<file path="src/rtl/branch_ctrl.sv">
// Conditional-branch sequencer for the EX stage: drives the comparator mode, waits for operands, resolves, and redirects/flushes.
// Optional statistics counters are compiled in when BRANCH_STATS_EN is defined.
module branch_ctrl #(
    parameter int unsigned FLUSH_CYCLES = 2,
    parameter int unsigned WAIT_MAX     = 8,
    parameter int unsigned CNT_W        = 16
) (
    input  logic        clk,
    input  logic        rst_n,
    input  logic        br_valid,
    input  logic [2:0]  br_funct3,
    input  logic [31:0] br_target,
    input  logic        opnd_ready,
    input  logic        brlt,
    input  logic        breq,
    output logic        brun,
    output logic        stall,
    output logic        pc_sel,
    output logic [31:0] pc_target,
    output logic        flush_if_id,
    output logic        flush_id_ex,
    output logic        br_done,
    output logic        br_taken,
    output logic        br_err
`ifdef BRANCH_STATS_EN
    ,
    output logic [CNT_W-1:0] stat_branches,
    output logic [CNT_W-1:0] stat_taken,
    output logic [CNT_W-1:0] stat_stall_cyc
`endif
);

    typedef enum logic [1:0] {
        S_IDLE,
        S_WAIT,
        S_CMP,
        S_FLUSH
    } state_t;

    localparam logic [7:0] WAIT_LAST  = 8'(WAIT_MAX - 1);
    localparam logic [3:0] FLUSH_LAST = 4'(FLUSH_CYCLES);

    state_t      state_q;
    logic [2:0]  f3_q;
    logic [31:0] target_q;
    logic [7:0]  wcnt_q;
    logic [3:0]  fcnt_q;
    logic        brun_q;
    logic        pc_sel_q;
    logic        flush_q;
    logic        done_q;
    logic        taken_q;
    logic        err_q;
    logic        cmp_taken;

    function automatic logic f3_legal(input logic [2:0] f3);
        return (f3 != 3'b010) && (f3 != 3'b011);
    endfunction

    function automatic logic f3_signed(input logic [2:0] f3);
        return f3[2] & ~f3[1];
    endfunction

    // funct3[0] inverts the base condition (BNE/BGE/BGEU).
    function automatic logic f3_taken(input logic [2:0] f3, input logic lt, input logic eq);
        logic base;
        case (f3[2:1])
            2'b00:        base = eq;
            2'b10, 2'b11: base = lt;
            default:      base = 1'b0;
        endcase
        return base ^ f3[0];
    endfunction

    assign cmp_taken = f3_taken(f3_q, brlt, breq);

    always_ff @(posedge clk or negedge rst_n) begin
        if (!rst_n) begin
            state_q  <= S_IDLE;
            f3_q     <= '0;
            target_q <= '0;
            wcnt_q   <= '0;
            fcnt_q   <= '0;
            brun_q   <= 1'b0;
            pc_sel_q <= 1'b0;
            flush_q  <= 1'b0;
            done_q   <= 1'b0;
            taken_q  <= 1'b0;
            err_q    <= 1'b0;
        end else begin
            pc_sel_q <= 1'b0;
            done_q   <= 1'b0;
            taken_q  <= 1'b0;
            err_q    <= 1'b0;
            case (state_q)
                S_IDLE: begin
                    if (br_valid) begin
                        f3_q     <= br_funct3;
                        target_q <= br_target;
                        if (!f3_legal(br_funct3)) begin
                            err_q <= 1'b1;
                        end else if (opnd_ready) begin
                            state_q <= S_CMP;
                            brun_q  <= f3_signed(br_funct3);
                        end else begin
                            state_q <= S_WAIT;
                            wcnt_q  <= '0;
                        end
                    end
                end
                S_WAIT: begin
                    // operands arriving on the expiry cycle still win over the watchdog
                    if (opnd_ready) begin
                        state_q <= S_CMP;
                        brun_q  <= f3_signed(f3_q);
                    end else if (wcnt_q == WAIT_LAST) begin
                        state_q <= S_IDLE;
                        err_q   <= 1'b1;
                    end else begin
                        wcnt_q <= wcnt_q + 8'd1;
                    end
                end
                S_CMP: begin
                    done_q <= 1'b1;
                    if (cmp_taken) begin
                        state_q  <= S_FLUSH;
                        pc_sel_q <= 1'b1;
                        taken_q  <= 1'b1;
                        flush_q  <= 1'b1;
                        fcnt_q   <= 4'd1;
                    end else begin
                        state_q <= S_IDLE;
                    end
                end
                S_FLUSH: begin
                    if (fcnt_q == FLUSH_LAST) begin
                        state_q <= S_IDLE;
                        flush_q <= 1'b0;
                    end else begin
                        fcnt_q <= fcnt_q + 4'd1;
                    end
                end
                default: state_q <= S_IDLE;
            endcase
        end
    end

    // Accept-cycle stall is combinational so the front end holds in the same cycle.
    assign stall = rst_n & (((state_q == S_IDLE) & br_valid & f3_legal(br_funct3))
                            | (state_q != S_IDLE));

    assign brun        = brun_q;
    assign pc_sel      = pc_sel_q;
    assign pc_target   = target_q;
    assign flush_if_id = flush_q;
    assign flush_id_ex = flush_q;
    assign br_done     = done_q;
    assign br_taken    = taken_q;
    assign br_err      = err_q;

`ifdef BRANCH_STATS_EN
    logic [CNT_W-1:0] st_br_q, st_br_d;
    logic [CNT_W-1:0] st_tk_q, st_tk_d;
    logic [CNT_W-1:0] st_sc_q, st_sc_d;

    always_comb begin
        st_br_d = st_br_q;
        st_tk_d = st_tk_q;
        st_sc_d = st_sc_q;
        if ((state_q == S_CMP) && (st_br_q != '1)) begin
            st_br_d = st_br_q + 1'b1;
        end
        if ((state_q == S_CMP) && cmp_taken && (st_tk_q != '1)) begin
            st_tk_d = st_tk_q + 1'b1;
        end
        if ((state_q == S_WAIT) && (st_sc_q != '1)) begin
            st_sc_d = st_sc_q + 1'b1;
        end
    end

    always_ff @(posedge clk or negedge rst_n) begin
        if (!rst_n) begin
            st_br_q <= '0;
            st_tk_q <= '0;
            st_sc_q <= '0;
        end else begin
            st_br_q <= st_br_d;
            st_tk_q <= st_tk_d;
            st_sc_q <= st_sc_d;
        end
    end

    assign stat_branches  = st_br_q;
    assign stat_taken     = st_tk_q;
    assign stat_stall_cyc = st_sc_q;
`endif

endmodule

</file>
<file path="config.mk">
export PLATFORM = sky130hd
export DESIGN_NAME = branch_ctrl
export DESIGN_NICKNAME = d
export VERILOG_FILES = /design/src/rtl/branch_ctrl.sv
export SDC_FILE = /design/constraint.sdc
export NUM_CORES = 1
export LEC_CHECK = 0
export ABC_AREA = 1
export BUFFER_PORTS_ARGS = -buffer_cell sky130_fd_sc_hd__buf_2
export CAP_MARGIN = 25
export CORE_ASPECT_RATIO = 0.5
export CORE_UTILIZATION = 40
export CTS_CLUSTER_DIAMETER = 40
export DETAILED_ROUTE_END_ITERATION = 8
export HOLD_SLACK_MARGIN = 0.05
export PLACE_DENSITY = 0.65
export SLEW_MARGIN = 15
export SYNTH_ARGS = -nofsm -noshare
export SYNTH_HDL_FRONTEND = slang
export SYNTH_SLANG_ARGS = --single-unit
</file>
<file path="constraint.sdc">
create_clock -name clk -period 3.4 [get_ports clk]
set_clock_uncertainty 0.05 [all_clocks]
set_input_delay 0.17 -clock clk [delete_from_list [all_inputs] [get_ports clk]]
set_output_delay 0.17 -clock clk [all_outputs]
set_load 0.005 [all_outputs]
</file>
==> impl_metrics.env, run 1 <==
export IMPL_numCtsBuffers=5
export IMPL_fin_crit_ns=2.05
export IMPL_cp_required_ns=3.52
export IMPL_arrival_ns=2.17
export IMPL_worstRegToRegCells=7
export IMPL_crit_buf_inv=3
export IMPL_crit_type="flop to flop"
export IMPL_clockBufferDepth=2
export IMPL_syn_inst=310
export IMPL_rsz0062_at_grt="no"
export IMPL_die_h_um=57.8
export IMPL_reg2reg_slack_ns=1.35
export IMPL_fmax_ghz=0.487
export IMPL_core_area_sq_um=5730
export IMPL_holdCritPathClass="primary input to flop"
export IMPL_syn_nets=354
export IMPL_yosys_area_top_type="dfrtp_1"
export IMPL_path_cells="inv_2 > nand2_2 > nor2_2 > buf_4 > inv_1 > nand2_1 > nand2_1"
export IMPL_ctsResizeCount=0
export IMPL_p_per_area_nw_per_um2=735
export IMPL_fp_dieW_um=114
export IMPL_start_util_pct=43.4
export IMPL_antenna_found_initial=0
export IMPL_drt_iter0_markers=88
export IMPL_rows=19
export IMPL_antennaDiodeCount=0
export IMPL_finalNetCount=466
export IMPL_crit_cells=7
export IMPL_holdPathStages=3
export IMPL_ios=81
export IMPL_clkSinkCount=54
export IMPL_clock_root_buffer="clkbuf_16"
export IMPL_crit_family="buffers and inverters"
export IMPL_grt_pass1_wl_um=9630
export IMPL_worst_setup_path_start_kind="flop"
export IMPL_slew_headroom_pct=35.2
export IMPL_maxCapViolCount=0
export IMPL_grt_usage_pct=18.5
export IMPL_max_slew_worst_pin_slew_ns=0.971
export IMPL_cts_setup_buffers=0
export IMPL_cpPeakStageDelay_ns=0.54
export IMPL_syn_cell_area_sq_um=2490
export IMPL_die_area_sq_um=6560
export IMPL_wl_per_cell_um=11.3
export IMPL_drt_pass1_iter_count=4
export IMPL_synth_cell_types=25
export IMPL_leakage_nw=1.89
export IMPL_slowest_stage="inv_1"
export IMPL_drc=0
export IMPL_clk_latency_ns=0.28
export IMPL_ys_seq_area_share_pct=54.3
export IMPL_end_kind="flop"
export IMPL_finalCritPeriodShare_pct=60.4
export IMPL_grt_pass1_vias=2220
export IMPL_ys_ff_latch=54
export IMPL_syn_avg_cell_area_sq_um=8.03
export IMPL_vdd_drop_max_mv=0.329
export IMPL_timing_hold_ws_ns=0.0527
export IMPL_via_per_inst=4.53
export IMPL_gp_congestion=0.717
export IMPL_cts_hold_buf=33
export IMPL_cts_tree="yes"
export IMPL_layout_common_cells="nand2_1 (152), buf_2 (80), dfrtp_1 (54), dlygate4sd3_1 (33), nand3_1 (20)"
export IMPL_overflow=0
export IMPL_status="completed"
export IMPL_hpwl_um=3790
export IMPL_drv_slew=0
export IMPL_grt_max_degree=55
export IMPL_via_count=2299
export IMPL_finalHoldViolCount=0
export IMPL_port_buffer_count=80
export IMPL_setup_viol=0
export IMPL_fill_cells=509
export IMPL_final_antenna_net_count=0
export IMPL_areaGrowthSynthToFinish_pct=38.5
export IMPL_wl_um=5720
export IMPL_path_clk_slew_ns=0.07
export IMPL_cp_common_cell="nand2_1"
export IMPL_worst_path_max_fanout=38
export IMPL_ys_warn_count=0
export IMPL_h_tree_depth=2
export IMPL_synth_top_cell_area_share_pct=54.3
export IMPL_drive_gt1_share_pct=25.8
export IMPL_synthTopCellsByArea="dfrtp_1 (54%), nand2_1 (23%), nand3_1 (4.0%)"
export IMPL_final_common_cell="nand2_1"
export IMPL_tns_ns=0
sequential cells by signal (all words and copies together), names as in the netlist:
signal	count
brun	1
f3_q	3
br_done	1
br_taken	1
pc_target	32
wcnt_q	8
state_q	2
br_err	1
flush_id_ex	1
fcnt_q	4
per-stage QoR:
stage | utilization [%] | instances | total power, mW | setup WS [ns] | instance area, sq um
2_1_floorplan | - | 310 | 1.58 | 2.09 | 2490
3_3_place_gp | 51.3 | 466 | 1.89 | 1.47 | 2940
3_5_place_dp | 51.3 | 466 | 1.92 | 1.38 | 2940
4_1_cts | 60.1 | 507 | 2.56 | 1.35 | 3450
5_1_grt | 60.1 | 507 | 2.72 | 1.16 | 3450
6_report | 60.1 | 507 | 2.53 | 1.35 | 3450
cell usage after synthesis, drive strengths merged:
| cell type | instances |
|---|---|
| dfrtp | 54 |
| nor2 | 24 |
| inv | 21 |
| nand3 | 21 |
| or2 | 2 |
| o21ai | 13 |
| buf | 10 |
| xnor2 | 1 |
| a21oi | 2 |
| xor2 | 1 |
| nor3 | 1 |
| nand4 | 1 |
| ha | 3 |
| nand2 | 156 |
power breakdown:
group          internal [mW]  switching, mW
clock network          0.371          0.231
registers              0.895          0.163
logic                  0.364          0.510
total                   1.63          0.904
final timing paths:
check | from | end
worst max register to register | state_q[0] | pc_target[2]
worst max-delay path | state_q[0] | pc_target[2]
worst min-delay path | br_target[26] | pc_target[26]
max in group asynchronous | rst_n | wcnt_q[7]
min in group asynchronous | rst_n | pc_target[31]
worst min register to register | pc_target[29] | pc_target[29]
logic make-up (layout without fill, tap and decap cells):
| kind of cell | after synthesis | after routing | synth area share [%] |
|---|---|---|---|
| simple gates | 205 | 205 | 33.7 |
| fa+ha+maj | 3 | 3 | 1.51 |
| buf+inv | 31 | 144 | 6.13 |
| xor+xnor | 2 | 2 | 0.704 |
| flops | 54 | 54 | 54.3 |
| compound gates | 15 | 15 | 3.62 |
metal layers:
| layer | routed length, um | vias to the layer above | share of wire, % | global-route usage (%) |
|---|---|---|---|---|
| li1 | - | 1171 | - | - |
| met3 | 187 | 6 | 3.3 | 3.97 |
| met4 | 52 | 0 | 0.91 | 5.83 |
| met2 | 2880 | 53 | 50 | 33.6 |
| met1 | 2600 | 1069 | 45 | 22.5 |
| met5 | 0 | - | 0 | 0 |
tightest hold or removal path, stage by stage:
cell	delay, ns
buf_2	0.08
nand2_1	0.05
nand2_1	0.06
final cells by class:
cell class	instances	area [sq um]	area share, %
clock buffer	6	139	4.03
multi-input combinational	225	987	28.6
inverter	21	78.8	2.29
timing repair buffer	115	746	21.6
sequential	54	1350	39.2
tap	84	105	3.05
clock inverter	2	38.8	1.13
No activity file was read; power rests on OpenSTA's default activity.
==> inputs of run 2 (changes only) <==
--- a/config.mk
+++ b/config.mk
@@ -13,7 +13,7 @@
 export CTS_CLUSTER_DIAMETER = 40
 export DETAILED_ROUTE_END_ITERATION = 8
 export HOLD_SLACK_MARGIN = 0.05
-export PLACE_DENSITY = 0.65
+export PLACE_DENSITY = 0.68
 export SLEW_MARGIN = 15
 export SYNTH_ARGS = -nofsm -noshare
 export SYNTH_HDL_FRONTEND = slang
==> constraint.sdc (replaced) <==
create_clock -name clk -period 1.8 [get_ports clk]
set_clock_uncertainty 0.05 [all_clocks]
set_input_delay 0.09 -clock clk [delete_from_list [all_inputs] [get_ports clk]]
set_output_delay 0.09 -clock clk [all_outputs]
set_load 0.005 [all_outputs]
==> run 2 against run 1 <==
Effect of this change:
- sequential share of layout area is 0.20 points lower
- utilization is 0.31 points higher
- global-route usage is 0.25 points lower
- clock-buffer cell count stayed put
- setup slack worse by 1.1 ns
- via count is 0.39% higher
- flip-flop and latch count stayed put
- design area is 0.51% higher
- critical path depth stayed put
==> impl_metrics.env, run 2 (same netlist as run 1, synthesis figures left out) <==
export IMPL_via_per_inst=4.50
export IMPL_h_tree_depth=2
export IMPL_timing_hold_ws_ns=0.105
export IMPL_hold_start="opnd_ready"
export IMPL_drc=0
export IMPL_rsz0062_at_grt="no"
export IMPL_grt_pass1_wl_um=9390
export IMPL_final_common_cell="nand2_1"
export IMPL_antennaDiodeCount=0
export IMPL_dpl_cell_count=469
export IMPL_numCtsBuffers=5
export IMPL_fill_cells=509
export IMPL_holdCritPathClass="primary input to flop"
export IMPL_port_buffer_count=80
export IMPL_drt_pass1_iter_count=5
export IMPL_end_kind="output pin"
export IMPL_cts_tree="yes"
export IMPL_cp_required_ns=1.66
export IMPL_worst_path_max_fanout=3
export IMPL_crit_start="br_funct3[2]"
export IMPL_wl_um=5580
export IMPL_cts_setup_buffers=0
export IMPL_finalCritPeriodShare_pct=84.2
export IMPL_max_slew_worst_pin_slew_ns=0.386
export IMPL_grt_max_degree=34
export IMPL_rows=19
export IMPL_grt_usage_pct=18.3
export IMPL_layout_common_cells="nand2_1 (152), buf_2 (80), dfrtp_1 (54), dlygate4sd3_1 (36), nand3_1 (20)"
export IMPL_ios=81
export IMPL_drv_slew=0
export IMPL_pwr_share_clk_pct=20.3
export IMPL_setup_viol=0
export IMPL_hpwl_um=3840
export IMPL_wl_per_cell_um=10.9
export IMPL_fin_crit_ns=1.51
export IMPL_p_sw_share_pct=36.6
export IMPL_status="completed"
export IMPL_final_antenna_net_count=0
export IMPL_antenna_found_initial=0
export IMPL_finalHoldViolCount=0
export IMPL_areaGrowthSynthToFinish_pct=39.2
export IMPL_gp_congestion=0.780
export IMPL_p_int_mw=2.92
export IMPL_grt_pass1_vias=2193
export IMPL_clockBufferDepth=2
export IMPL_tns_ns=0
export IMPL_slew_headroom_pct=74.2
export IMPL_clock_root_buffer="clkbuf_16"
export IMPL_fp_dieW_um=114
export IMPL_core_area_sq_um=5730
export IMPL_seq_power_share_pct=43.4
export IMPL_largest_register_ffs=32
export IMPL_start_util_pct=43.4
export IMPL_crit_type="primary input to output pin"
export IMPL_die_area_sq_um=6560
export IMPL_p_per_area_nw_per_um2=1330
export IMPL_overflow=0
export IMPL_die_h_um=57.8
export IMPL_finalNetCount=472
export IMPL_maxCapViolCount=0
export IMPL_path_clk_slew_ns=0.07
export IMPL_clkSinkCount=54
export IMPL_comb_power_share_pct=36.3
export IMPL_drive_gt1_share_pct=25.9
export IMPL_stdcell_count=513
export IMPL_clk_latency_ns=0.28
export IMPL_worst_setup_path_start_kind="primary input"
export IMPL_vdd_drop_max_mv=0.684
export IMPL_via_count=2308
export IMPL_leakage_nw=1.90
export IMPL_arrival_ns=1.37
export IMPL_p_sw_mw=1.68
export IMPL_r2r_start="state_q[0]"
export IMPL_fmax_ghz=0.660
export IMPL_drt_iter0_markers=71
-- run 2: cell count changes in the layout (fill, tap and decap cells not counted) --
cell	change
clkbuf_8	-1
bufinv_16	-1
clkinv_4	+1
inv_6	-1
clkinv_2	+1
clkbuf_1	+1
buf_4	+3
dlygate4sd3_1	+3
-- run 2: final cells by class --
type	instances	area, sq um	share of cell area, %
Clock buffer	6	129	3.72
Clock inverter	2	13.8	0.397
Inverter	21	78.8	2.28
Multi-Input combinational cell	225	987	28.5
Sequential cell	54	1350	39.0
Tap cell	84	105	3.03
Timing Repair Buffer	121	798	23.0
-- run 2: path summary, 6_finish.rpt --
path / endpoint / slack [ns] / cells past startpoint
setup / recovery: stall / 0.29 / 7
setup reg to reg: br_err / 0.37 / 6
max in group asynchronous: wcnt_q[2] / 0.89 / 3
hold / removal: state_q[1] / 0.11 / 5
hold reg to reg: pc_target[16] / 0.42 / 2
min in group asynchronous: pc_target[9] / 0.19 / 2
-- run 2: power groups by stage --
stage          sequential, mW  clock [mW]  combinational [mW]
3_5_place_dp             2.01           0                1.62
2_1_floorplan            2.01           0               0.972
4_1_cts                  1.99       0.958                1.68
6_report                 2.00       0.933                1.67
5_1_grt                  2.06        1.01                1.92
3_3_place_gp             1.99           0                1.58
-- run 2: repair_timing --
item                                   4_1_cts  5_1_grt
resized for setup                            0        0
hold buffers                                36        0
endpoints found under the hold margin       67        0
-- run 2: per-stage QoR --
stage	utilization, %	instance area (sq um)	total power, mW	worst slack, ns
2_1_floorplan	-	2490	2.99	0.488
5_1_grt	60.4	3460	4.99	0.230
3_3_place_gp	51.7	2960	3.57	0.439
3_5_place_dp	51.7	2960	3.63	0.404
6_report	60.4	3460	4.60	0.285
4_1_cts	60.4	3460	4.63	0.285
-- run 2: critical path, stage by stage --
cell and delay (ns):
dlygate4sd3_1 0.54, buf_2 0.14, inv_1 0.07, nand2_1 0.08, a21oi_2 0.24, nor2_1 0.08
buf_2 0.13
-- run 2: routing by layer --
metal / global-route usage, % / up-vias / part of all wire (%)
met3: 3.56 / 15 / 3.5
met1: 21.6 / 1048 / 44
met5: 0 / - / 0
met4: 7.52 / 0 / 1.9
met2: 33.4 / 62 / 51
li1: - / 1183 / -
==> inputs of run 3 (changes only) <==
==> constraint.sdc (replaced) <==
create_clock -name clk -period 1.3 [get_ports clk]
set_clock_uncertainty 0.05 [all_clocks]
set_input_delay 0.065 -clock clk [delete_from_list [all_inputs] [get_ports clk]]
set_output_delay 0.065 -clock clk [all_outputs]
set_load 0.005 [all_outputs]
==> run 3 against run 2 <==
Effect of this change:
- design area up 12%
- register-to-register slack worse by 0.36 ns
- combinational power up 90%
- non-clock buffer count up 27
- critical path type is now flop to output pin
- critical endpoint unchanged
- largest cell class unchanged
==> impl_metrics.env, run 3 (same netlist as run 1, synthesis figures left out) <==
export IMPL_gp_congestion=0.757
export IMPL_grt_pass1_vias=2325
export IMPL_drc=0
export IMPL_antennaDiodeCount=0
export IMPL_fin_area_sq_um=3870
export IMPL_wl_per_cell_um=12.0
export IMPL_status="completed"
export IMPL_regArea_sq_um=1350
export IMPL_h_tree_depth=2
export IMPL_antenna_found_initial=0
export IMPL_vdd_drop_max_mv=1.08
export IMPL_drive_gt1_share_pct=36.5
export IMPL_end_kind="output pin"
export IMPL_final_common_cell="nand2_1"
export IMPL_fill_cells=460
export IMPL_worst_setup_path_start_kind="flop"
export IMPL_ios=81
export IMPL_hpwl_um=3930
export IMPL_p_per_area_nw_per_um2=1890
export IMPL_wl_um=6490
export IMPL_finalNetCount=500
export IMPL_cp_required_ns=1.19
export IMPL_grt_pass1_wl_um=10300
export IMPL_layout_common_cells="nand2_1 (139), buf_2 (80), dfrtp_1 (53), dlygate4sd3_1 (36), buf_4 (27)"
export IMPL_clk_latency_ns=0.30
export IMPL_overflow=0
export IMPL_final_antenna_net_count=0
export IMPL_grt_usage_pct=20.3
export IMPL_largest_register_ffs=32
export IMPL_tns_ns=0
export IMPL_finalWorstSetupSlack_ns=0.00454
export IMPL_worstRegToRegCells=7
export IMPL_drt_iter0_markers=91
export IMPL_finalCritPeriodShare_pct=99.7
export IMPL_maxCapViolCount=0
export IMPL_port_buffer_count=80
export IMPL_dpl_cell_count=487
export IMPL_finalHoldViolCount=0
export IMPL_crit_type="flop to output pin"
export IMPL_die_area_sq_um=6560
export IMPL_core_area_sq_um=5730
export IMPL_fmax_ghz=0.772
export IMPL_stdcell_count=541
export IMPL_via_per_inst=4.55
export IMPL_setup_viol=0
export IMPL_clkSinkCount=54
export IMPL_drt_pass1_iter_count=4
export IMPL_cts_tree="yes"
export IMPL_via_count=2459
export IMPL_numCtsBuffers=5
export IMPL_max_slew_worst_pin_slew_ns=0.678
export IMPL_clock_root_buffer="clkbuf_16"
export IMPL_slew_headroom_pct=54.8
export IMPL_holdCritPathClass="primary input to flop"
export IMPL_start_util_pct=43.4
export IMPL_die_h_um=57.8
export IMPL_pre_cts_slack_ns=-0.0285
export IMPL_grt_max_degree=55
export IMPL_worst_path_max_fanout=3
export IMPL_rows=19
export IMPL_holdPathStages=4
export IMPL_drv_slew=0
export IMPL_dpl_cell_area_sq_um=3110
export IMPL_clockBufferDepth=2
export IMPL_areaGrowthSynthToFinish_pct=55.6
export IMPL_leakage_nw=2.09
export IMPL_fp_dieW_um=114
export IMPL_arrival_ns=1.18
export IMPL_rsz0062_at_grt="yes"
export IMPL_fin_crit_ns=1.30
export IMPL_multi_input_area_sq_um=1140
export IMPL_path_clk_slew_ns=0.07
==> run 3: cell count changes in the layout (fill, tap and decap cells not counted), sizes merged <==
cell and delta:
inv +1, buf +26, nand2 +1
==> run 3: final timing paths <==
check | startpoint | end | slack (ns)
max | state_q[0] | stall | 0.005
min | br_funct3[1] | brun | 0.08
max reg2reg | wcnt_q[7] | wcnt_q[2] | 0.01
min reg2reg | pc_target[23] | pc_target[23] | 0.42
max in group asynchronous | rst_n | state_q[0] | 0.30
min in group asynchronous | rst_n | pc_target[31] | 0.41
==> run 3: final cells by class <==
| class | count | area share (%) |
|---|---|---|
| Sequential cell | 54 | 34.9 |
| Timing Repair Buffer | 148 | 26.9 |
| Tap cell | 84 | 2.71 |
| Clock buffer | 5 | 3.23 |
| Inverter | 21 | 2.10 |
| Clock inverter | 3 | 0.743 |
| Multi-Input combinational cell | 226 | 29.4 |
==> run 3: routing by layer <==
metal	up-vias	part of all wire, %	routed length [um]	global-route usage, %
met4	0	1.9	121	8.46
met3	14	3.2	208	4.08
li1	1245	-	-	-
met2	61	51	3300	36.8
met1	1139	44	2860	24.2
met5	-	0	0	0
==> run 3: repair_timing <==
item	in CTS	in global routing
endpoints found under the hold margin	90	0
cloned	1	2
pin swaps	3	15
gates resized for setup	9	35
hold buffers	36	0
setup endpoints to repair	46	52
setup buffers	5	3
==> run 3: power by group <==
part | internal, mW | switching (mW) | total [mW]
combinational | 1.47 | 1.70 | 3.17
clock | 0.736 | 0.665 | 1.40
sequential | 2.35 | 0.399 | 2.74
==> run 3: worst max-delay path, cell delays in order (launching register included) <==
cell and delay (ns):
dfrtp_2 0.43, inv_2 0.09, nand2_4 0.07, a21oi_4 0.13
nor2_1 0.05, buf_2 0.12
==> run 3: per-stage QoR <==
stage / hold slack (ns) / util (%) / power (mW)
6_report: 0.0780 / 67.6 / 7.31
2_1_floorplan: -0.281 / - / 4.14
3_5_place_dp: 0.216 / 54.3 / 5.31
4_1_cts: 0.0564 / 64.7 / 6.96
3_3_place_gp: 0.198 / 54.3 / 5.21
5_1_grt: 0.112 / 67.6 / 7.82
